==> src/rtl/vga_pic_scroll_if.sv <==
// Title ROM bus: the pixel generator drives the address,
// the ROM answers with one bit on the following clock.
interface vga_pic_scroll_if #(
    parameter int AW = 14
);
    logic [AW-1:0] rom_addr;
    logic          rom_data;

    modport master (output rom_addr, input rom_data);
    modport slave  (input rom_addr, output rom_data);
endinterface

==> src/rtl/vga_pic_scroll.sv <==
// Piano VGA pixel generator: key bars with release afterglow on the left,
// scrolling song-title bitmap on the right; two-cycle pixel latency.
module vga_pic_scroll #(
    parameter int H_VALID     = 640,
    parameter int V_VALID     = 480,
    parameter int NUM_KEYS    = 7,
    parameter int KEY_X0      = 120,
    parameter int KEY_W       = 40,
    parameter int HOLD_FRAMES = 15,
    parameter int GLYPH_W     = 32,
    parameter int GLYPH_H     = 32,
    parameter int SCROLL_DIV  = 4
) (
    input  logic                vga_clk,
    input  logic                sys_rst_n,
    input  logic [9:0]          pix_x,
    input  logic [9:0]          pix_y,
    input  logic                frame_sync,
    input  logic [NUM_KEYS-1:0] status,
    input  logic [3:0]          num,
    input  logic                scroll_en,
    vga_pic_scroll_if.master    rom,
    output logic [11:0]         pix_data
);
    localparam int KEY_END = H_VALID * 7 / 10;
    localparam int GHB = $clog2(GLYPH_H);
    localparam int CB  = $clog2(4 * GLYPH_W);
    localparam int AW  = 2 + GHB + CB;
    localparam int HW  = $clog2(HOLD_FRAMES + 1);
    localparam int DW  = (SCROLL_DIV > 1) ? $clog2(SCROLL_DIV) : 1;

    typedef enum logic [2:0] {
        R_BLACK, R_WHITE, R_GRAY, R_CYAN, R_GLYPH
    } region_t;

    logic [HW-1:0] hold [NUM_KEYS];
    logic [3:0]    num_q;
    logic [1:0]    sel;
    logic [CB:0]   tw;
    logic [CB-1:0] off;
    logic [DW-1:0] div;
    logic [9:0]    rx;
    logic [CB:0]   col;
    logic [AW-1:0] addr_d, addr_q;
    region_t       region_d, region_q;
    logic [1:0]    sel_q;

    always_comb begin
        case (num_q)
            4'd1:    sel = 2'd0;
            4'd2:    sel = 2'd1;
            4'd3:    sel = 2'd2;
            default: sel = 2'd3;
        endcase
    end

    assign tw = (sel == 2'd0) ? (CB+1)'(3 * GLYPH_W) : (CB+1)'(4 * GLYPH_W);
    assign rx = pix_x - 10'(KEY_END);

    always_ff @(posedge vga_clk or negedge sys_rst_n) begin
        if (!sys_rst_n) begin
            for (int i = 0; i < NUM_KEYS; i++) hold[i] <= '0;
        end else begin
            for (int i = 0; i < NUM_KEYS; i++) begin
                if (status[i])
                    hold[i] <= HW'(HOLD_FRAMES);
                else if (frame_sync && hold[i] != '0)
                    hold[i] <= hold[i] - HW'(1);
            end
        end
    end

    // Title selection only moves at frame boundaries so a frame is never torn.
    always_ff @(posedge vga_clk or negedge sys_rst_n) begin
        if (!sys_rst_n) begin
            num_q <= '0;
            off   <= '0;
            div   <= '0;
        end else if (frame_sync) begin
            num_q <= num;
            if (num != num_q) begin
                off <= '0;
                div <= '0;
            end else if (scroll_en) begin
                if (div == DW'(SCROLL_DIV - 1)) begin
                    div <= '0;
                    if ({1'b0, off} == tw - (CB+1)'(1))
                        off <= '0;
                    else
                        off <= off + CB'(1);
                end else begin
                    div <= div + DW'(1);
                end
            end
        end
    end

    always_comb begin
        region_d = R_BLACK;
        addr_d   = addr_q;
        col      = '0;
        if (pix_x >= 10'(H_VALID) || pix_y >= 10'(V_VALID)) begin
            region_d = R_BLACK;
        end else if (pix_x < 10'(KEY_END)) begin
            region_d = R_WHITE;
            for (int i = 0; i < NUM_KEYS; i++) begin
                if (pix_x >= 10'(KEY_X0 + i * KEY_W) &&
                    pix_x <  10'(KEY_X0 + (i + 1) * KEY_W)) begin
                    if (i != NUM_KEYS - 1 &&
                        pix_x == 10'(KEY_X0 + (i + 1) * KEY_W - 1))
                        region_d = R_BLACK;
                    else if (status[i])
                        region_d = R_BLACK;
                    else if (hold[i] != '0)
                        region_d = R_GRAY;
                    else
                        region_d = R_WHITE;
                end
            end
        end else if (pix_y < 10'(GLYPH_H) && rx < 10'(tw)) begin
            region_d = R_GLYPH;
            col = {1'b0, rx[CB-1:0]} + {1'b0, off};
            if (col >= tw) col = col - tw;
            addr_d = {sel, pix_y[GHB-1:0], col[CB-1:0]};
        end else begin
            region_d = R_CYAN;
        end
    end

    // Address is presented combinationally so the synchronous ROM answers in stage 2.
    assign rom.rom_addr = addr_d;

    always_ff @(posedge vga_clk or negedge sys_rst_n) begin
        if (!sys_rst_n) begin
            addr_q   <= '0;
            region_q <= R_BLACK;
            sel_q    <= 2'd3;
            pix_data <= 12'h000;
        end else begin
            addr_q   <= addr_d;
            region_q <= region_d;
            sel_q    <= sel;
            case (region_q)
                R_WHITE: pix_data <= 12'hFFF;
                R_GRAY:  pix_data <= 12'h888;
                R_CYAN:  pix_data <= 12'h0FF;
                R_GLYPH: begin
                    if (rom.rom_data)
                        pix_data <= 12'h000;
                    else begin
                        case (sel_q)
                            2'd0:    pix_data <= 12'h0FF;
                            2'd1:    pix_data <= 12'h0F0;
                            2'd2:    pix_data <= 12'h00F;
                            default: pix_data <= 12'hF00;
                        endcase
                    end
                end
                default: pix_data <= 12'h000;
            endcase
        end
    end
endmodule
==> src/flat_wrapper.sv <==
// flat-port wrapper written by rule: the top's interface ports become plain ports
module vga_pic_scroll_flat 
#(
    parameter int H_VALID     = 640,
    parameter int V_VALID     = 480,
    parameter int NUM_KEYS    = 7,
    parameter int KEY_X0      = 120,
    parameter int KEY_W       = 40,
    parameter int HOLD_FRAMES = 15,
    parameter int GLYPH_W     = 32,
    parameter int GLYPH_H     = 32,
    parameter int SCROLL_DIV  = 4
)
  (vga_clk, sys_rst_n, pix_x, pix_y, frame_sync, status, num, scroll_en, pix_data, rom_rom_addr, rom_rom_data);
  vga_pic_scroll_if rom_i ();
  input  logic vga_clk;
  input  logic sys_rst_n;
  input  logic [9:0] pix_x;
  input  logic [9:0] pix_y;
  input  logic frame_sync;
  input  logic [NUM_KEYS-1:0] status;
  input  logic [3:0] num;
  input  logic scroll_en;
  output logic [11:0] pix_data;
  output wire logic [$bits(rom_i.rom_addr)-1:0] rom_rom_addr;
  input wire logic [$bits(rom_i.rom_data)-1:0] rom_rom_data;
  assign rom_rom_addr = rom_i.rom_addr;
  assign rom_i.rom_data = rom_rom_data;
  vga_pic_scroll #(.H_VALID(H_VALID), .V_VALID(V_VALID), .NUM_KEYS(NUM_KEYS), .KEY_X0(KEY_X0), .KEY_W(KEY_W), .HOLD_FRAMES(HOLD_FRAMES), .GLYPH_W(GLYPH_W), .GLYPH_H(GLYPH_H), .SCROLL_DIV(SCROLL_DIV)) u_core (.vga_clk(vga_clk), .sys_rst_n(sys_rst_n), .pix_x(pix_x), .pix_y(pix_y), .frame_sync(frame_sync), .status(status), .num(num), .scroll_en(scroll_en), .rom(rom_i), .pix_data(pix_data));
endmodule
==> config.mk <==
export PLATFORM = sky130hd
export DESIGN_NAME = vga_pic_scroll_flat
export DESIGN_NICKNAME = d
export VERILOG_FILES = /design/src/rtl/vga_pic_scroll_if.sv /design/src/rtl/vga_pic_scroll.sv /design/src/flat_wrapper.sv
export SDC_FILE = /design/constraint.sdc
export NUM_CORES = 1
export LEC_CHECK = 0
export BUFFER_PORTS_ARGS = -buffer_cell sky130_fd_sc_hd__buf_2
export CORE_UTILIZATION = 45
export DETAILED_ROUTE_END_ITERATION = 16
export GPL_ROUTABILITY_DRIVEN = 0
export PLACE_DENSITY = 0.65
export REMOVE_ABC_BUFFERS = 1
export SLEW_MARGIN = 5
export SYNTH_ARGS = -nofsm -noshare
export SYNTH_HDL_FRONTEND = slang
export SYNTH_SLANG_ARGS = --single-unit
==> constraint.sdc <==
create_clock -name vga_clk -period 4.15 [get_ports vga_clk]
set_clock_uncertainty 0.2 [all_clocks]
set_input_delay 0.2075 -clock vga_clk [delete_from_list [all_inputs] [get_ports vga_clk]]
set_output_delay 0.2075 -clock vga_clk [all_outputs]
set_load 0.005 [all_outputs]
==> out/metrics.csv <==
metric,value,unit
P_leak,2.25,nW
highest fanout seen on the critical path,6,
total global routing overflow,0,
register area share after synthesis,39.4,%
total power density per cell area,303,nW/µm²
number of global-route vias before repair,3529,
final setup TNS,0,ps
clk slew on worst S/H paths,70,ps
wire length reported by the detailed router,9330,µm
global-route wire length before repair,16200,µm
post-synth cell types,62,
global routing met3 resource utilization,4.18,%
post-route clock period utilization,93.4,%
synthesized area,4200,µm²
tightest slew margin relative to the limit,52.4,%
GR Layer Usage met2,35.2,%
TritonCTS clock tree,built,
switching part of the total,27.1,%
Mapped Avg Cell Area,9.40,µm²
switching component of the power,0.000407,W
relative contribution of sequential cells to total power,47.1,%
peak ir drop on the vdd network,0.000175,V
number of levels the H-tree was split into,3,
"Area growth, synth to finish",17.9,%
starting utilization of the core area,47.3,%
clock root buffer,sky130_fd_sc_hd__clkbuf_8,
share of the core filled with cells in the final layout,55.7,%
power consumption,0.00150,W
Std-Cell Rows,34,
mean routed wirelength per cell,14.6,µm
"count leader, synth",sky130_fd_sc_hd__dfrtp_1,
"buffers from clock root to sink, at most",2,
main area contributors after synthesis,"sky130_fd_sc_hd__dfrtp_1, sky130_fd_sc_hd__ha_1, sky130_fd_sc_hd__xnor2_1",
kind of launch point of the worst setup path,flop,
leading post-synthesis cells by instance count,"sky130_fd_sc_hd__dfrtp_1, sky130_fd_sc_hd__nand2_1, sky130_fd_sc_hd__nor2_1",
count of unresolved DRC violations after routing,0,
clk sink count,66,
kind of capture point of the worst setup path,output pin,
number of failing hold endpoints at the final stage,0,
register-to-register path setup slack,880,ps
core area,8890,µm²
busiest metal layer after global routing,met2,
setup repair after global routing missed its margin,no,
number of max-slew violations in the final report,0,
path class of the lowest-slack min-delay path,in2reg,
met1 capacity usage during global routing,26.6,%
Synth Flop Type,sky130_fd_sc_hd__dfrtp_1,
"Data arrival, critical path",3470,ps
#FFs+latches synth,66,
detail-routed via count per cell,5.60,
status,"complete, no violations",
CP Class,reg2out,
antenna violations before repair,0,
clock insertion delay at the later pin of the skew report,350,ps
multi-input combinational cell area,2370,µm²
DRT iter0 DRCs,221,
synthesized instance count,447,
combinational share of power,17.1,%
total CTS buffers,9,
fin crit period,3880,ps
area share of the leading cell type in the synthesized netlist,38.1,%
die extent in y,98.6,µm
"number of standard cells in the layout, taps in and fillers out",637,
GRT Overall Usage,20.8,%
footprint of the flip-flops and latches,1650,µm²
cell type with the highest aggregate area in the netlist,sky130_fd_sc_hd__dfrtp_1,
max-capacitance violation count,0,
Top Ports,62,
router iterations before antenna repair,4,
YS warnings,0,
highest achievable clock rate,0.258,GHz
worst path required time,3740,ps
share of post-route cells with drive strength above 1,20.2,%
# resized after CTS,0,
part of the total power dissipated in the clock network,35.9,%
DPL Wire Length,6880,µm
"Async S/R FF share, synth",100,%
horizontal die dimension,98.6,µm
transition time of the tightest slew-check pin,713,ps
final net count,584,
count of input and output buffers,61,
number of synthesized flops with an enable pin,0,
Worst Setup Slack post-DPL,654,ps
slack of the critical path,274,ps
count of final setup violators,0,
residual antenna-violating net count after detailed routing,0,
antenna diode count,0,
pin count of the biggest net entering global routing,36,
Die Outline Area,9730,µm²
DR vias,3566,
design internal power,0.00109,W
Fillers,788,
Post-Place Cells,602,
==> path summary, 6_finish.rpt <==
kind                       cells after the start                        from                      endpoint
max                                           12   u_core.off[1]$_DFFE_PN0P_               rom_rom_addr[6]
min reg2reg                                    2  u_core.addr_q[0]$_DFF_PN0_    u_core.addr_q[0]$_DFF_PN0_
max in group asynchronous                      3                   sys_rst_n     u_core.sel_q[1]$_DFF_PN1_
min in group asynchronous                      2                   sys_rst_n   u_core.hold[11]$_DFFE_PN0P_
min                                            5                    pix_y[9]  u_core.region_q[0]$_DFF_PN0_
max reg2reg                                   11   u_core.off[1]$_DFFE_PN0P_    u_core.addr_q[6]$_DFF_PN0_
==> logic make-up (layout without fill, tap and decap cells) <==
family / after synthesis / after routing / share of synthesized area, %
AOI/OAI and AO/OA: 109 / 109 / 18.5
buffers and inverters: 41 / 123 / 4.35
DFF: 66 / 66 / 39.4
muxes: 11 / 11 / 2.95
and+or+nand+nor: 172 / 172 / 22.5
adders and majority gates: 24 / 24 / 7.32
xor gates and xnor gates: 24 / 24 / 5.00
==> state kept, by name, summed over array words and instances (netlist names) <==
signal	flops
u_core.off	7
u_core.div	2
u_core.region_q	3
u_core.addr_q	14
u_core.hold	28
u_core.pix_data	6
u_core.num_q	4
u_core.sel_q	2
==> per-stage QoR <==
step | instance area (µm²) | hold WS, ps
2_1_floorplan | 4110 | -288
3_3_place_gp | 4570 | 109
3_5_place_dp | 4570 | 113
4_1_cts | 4960 | 98.2
5_1_grt | 4960 | 109
6_report | 4960 | 111
==> per-layer routing <==
metal / vias to the layer above / share of wire (%)
li1: 1779 / -
met1: 1693 / 47
met2: 83 / 48
met3: 11 / 4.0
met4: 0 / 1.3
met5: - / 0
==> power groups by stage <==
stage | sequential [W] | combinational [W] | clock (W)
after global placement | 0.000716 | 0.000237 | 0
final | 0.000706 | 0.000256 | 0.000538
after CTS | 0.000706 | 0.000258 | 0.000563
after detailed placement | 0.000718 | 0.000243 | 0
after floorplan | 0.000715 | 0.000142 | 0
after global routing | 0.000712 | 0.000290 | 0.000587
==> repair_timing <==
action,in CTS,in global routing
buffers inserted,0,0
endpoints found under the hold margin,76,0
hold buffers,19,0
==> worst max-delay path, cell delays in order, from the launching register on <==
cell,delay (ps)
sky130_fd_sc_hd__dfrtp_1,440
sky130_fd_sc_hd__ha_1,300
sky130_fd_sc_hd__a211oi_1,350
sky130_fd_sc_hd__o21bai_1,130
sky130_fd_sc_hd__a21oi_1,180
sky130_fd_sc_hd__xnor2_1,100
sky130_fd_sc_hd__ha_1,300
sky130_fd_sc_hd__nand4b_1,90
sky130_fd_sc_hd__a21oi_1,190
sky130_fd_sc_hd__a221oi_2,110
sky130_fd_sc_hd__or4_1,520
sky130_fd_sc_hd__a31oi_1,250
sky130_fd_sc_hd__buf_2,160
==> layout by cell type (no fill, tap or decap), drive strengths merged, types with 5 or more instances in the layout <==
cell         instances
clkbuf              12
nor4                 8
nor3b                7
or2                  7
dfrtp               64
mux2                11
a21oi               12
o21ai               26
nand4                5
ha                  23
buf                 63
nor3                 5
o211ai               6
inv                 24
xnor2               22
nand2b              20
dlygate4sd3         19
a211o                9
nor2                29
nand3                5
nor2b                8
nand2               46
a31oi               14
==> cell type report <==
type / instances / share of cell area [%]
inverter: 25 / 1.89
sequential: 66 / 33.4
multi-input combinational: 340 / 47.7
tap: 108 / 2.73
timing repair buffer: 82 / 10.3
clock inverter: 4 / 1.04
clock buffer: 12 / 2.93
(Power assumes the default switching activity.)
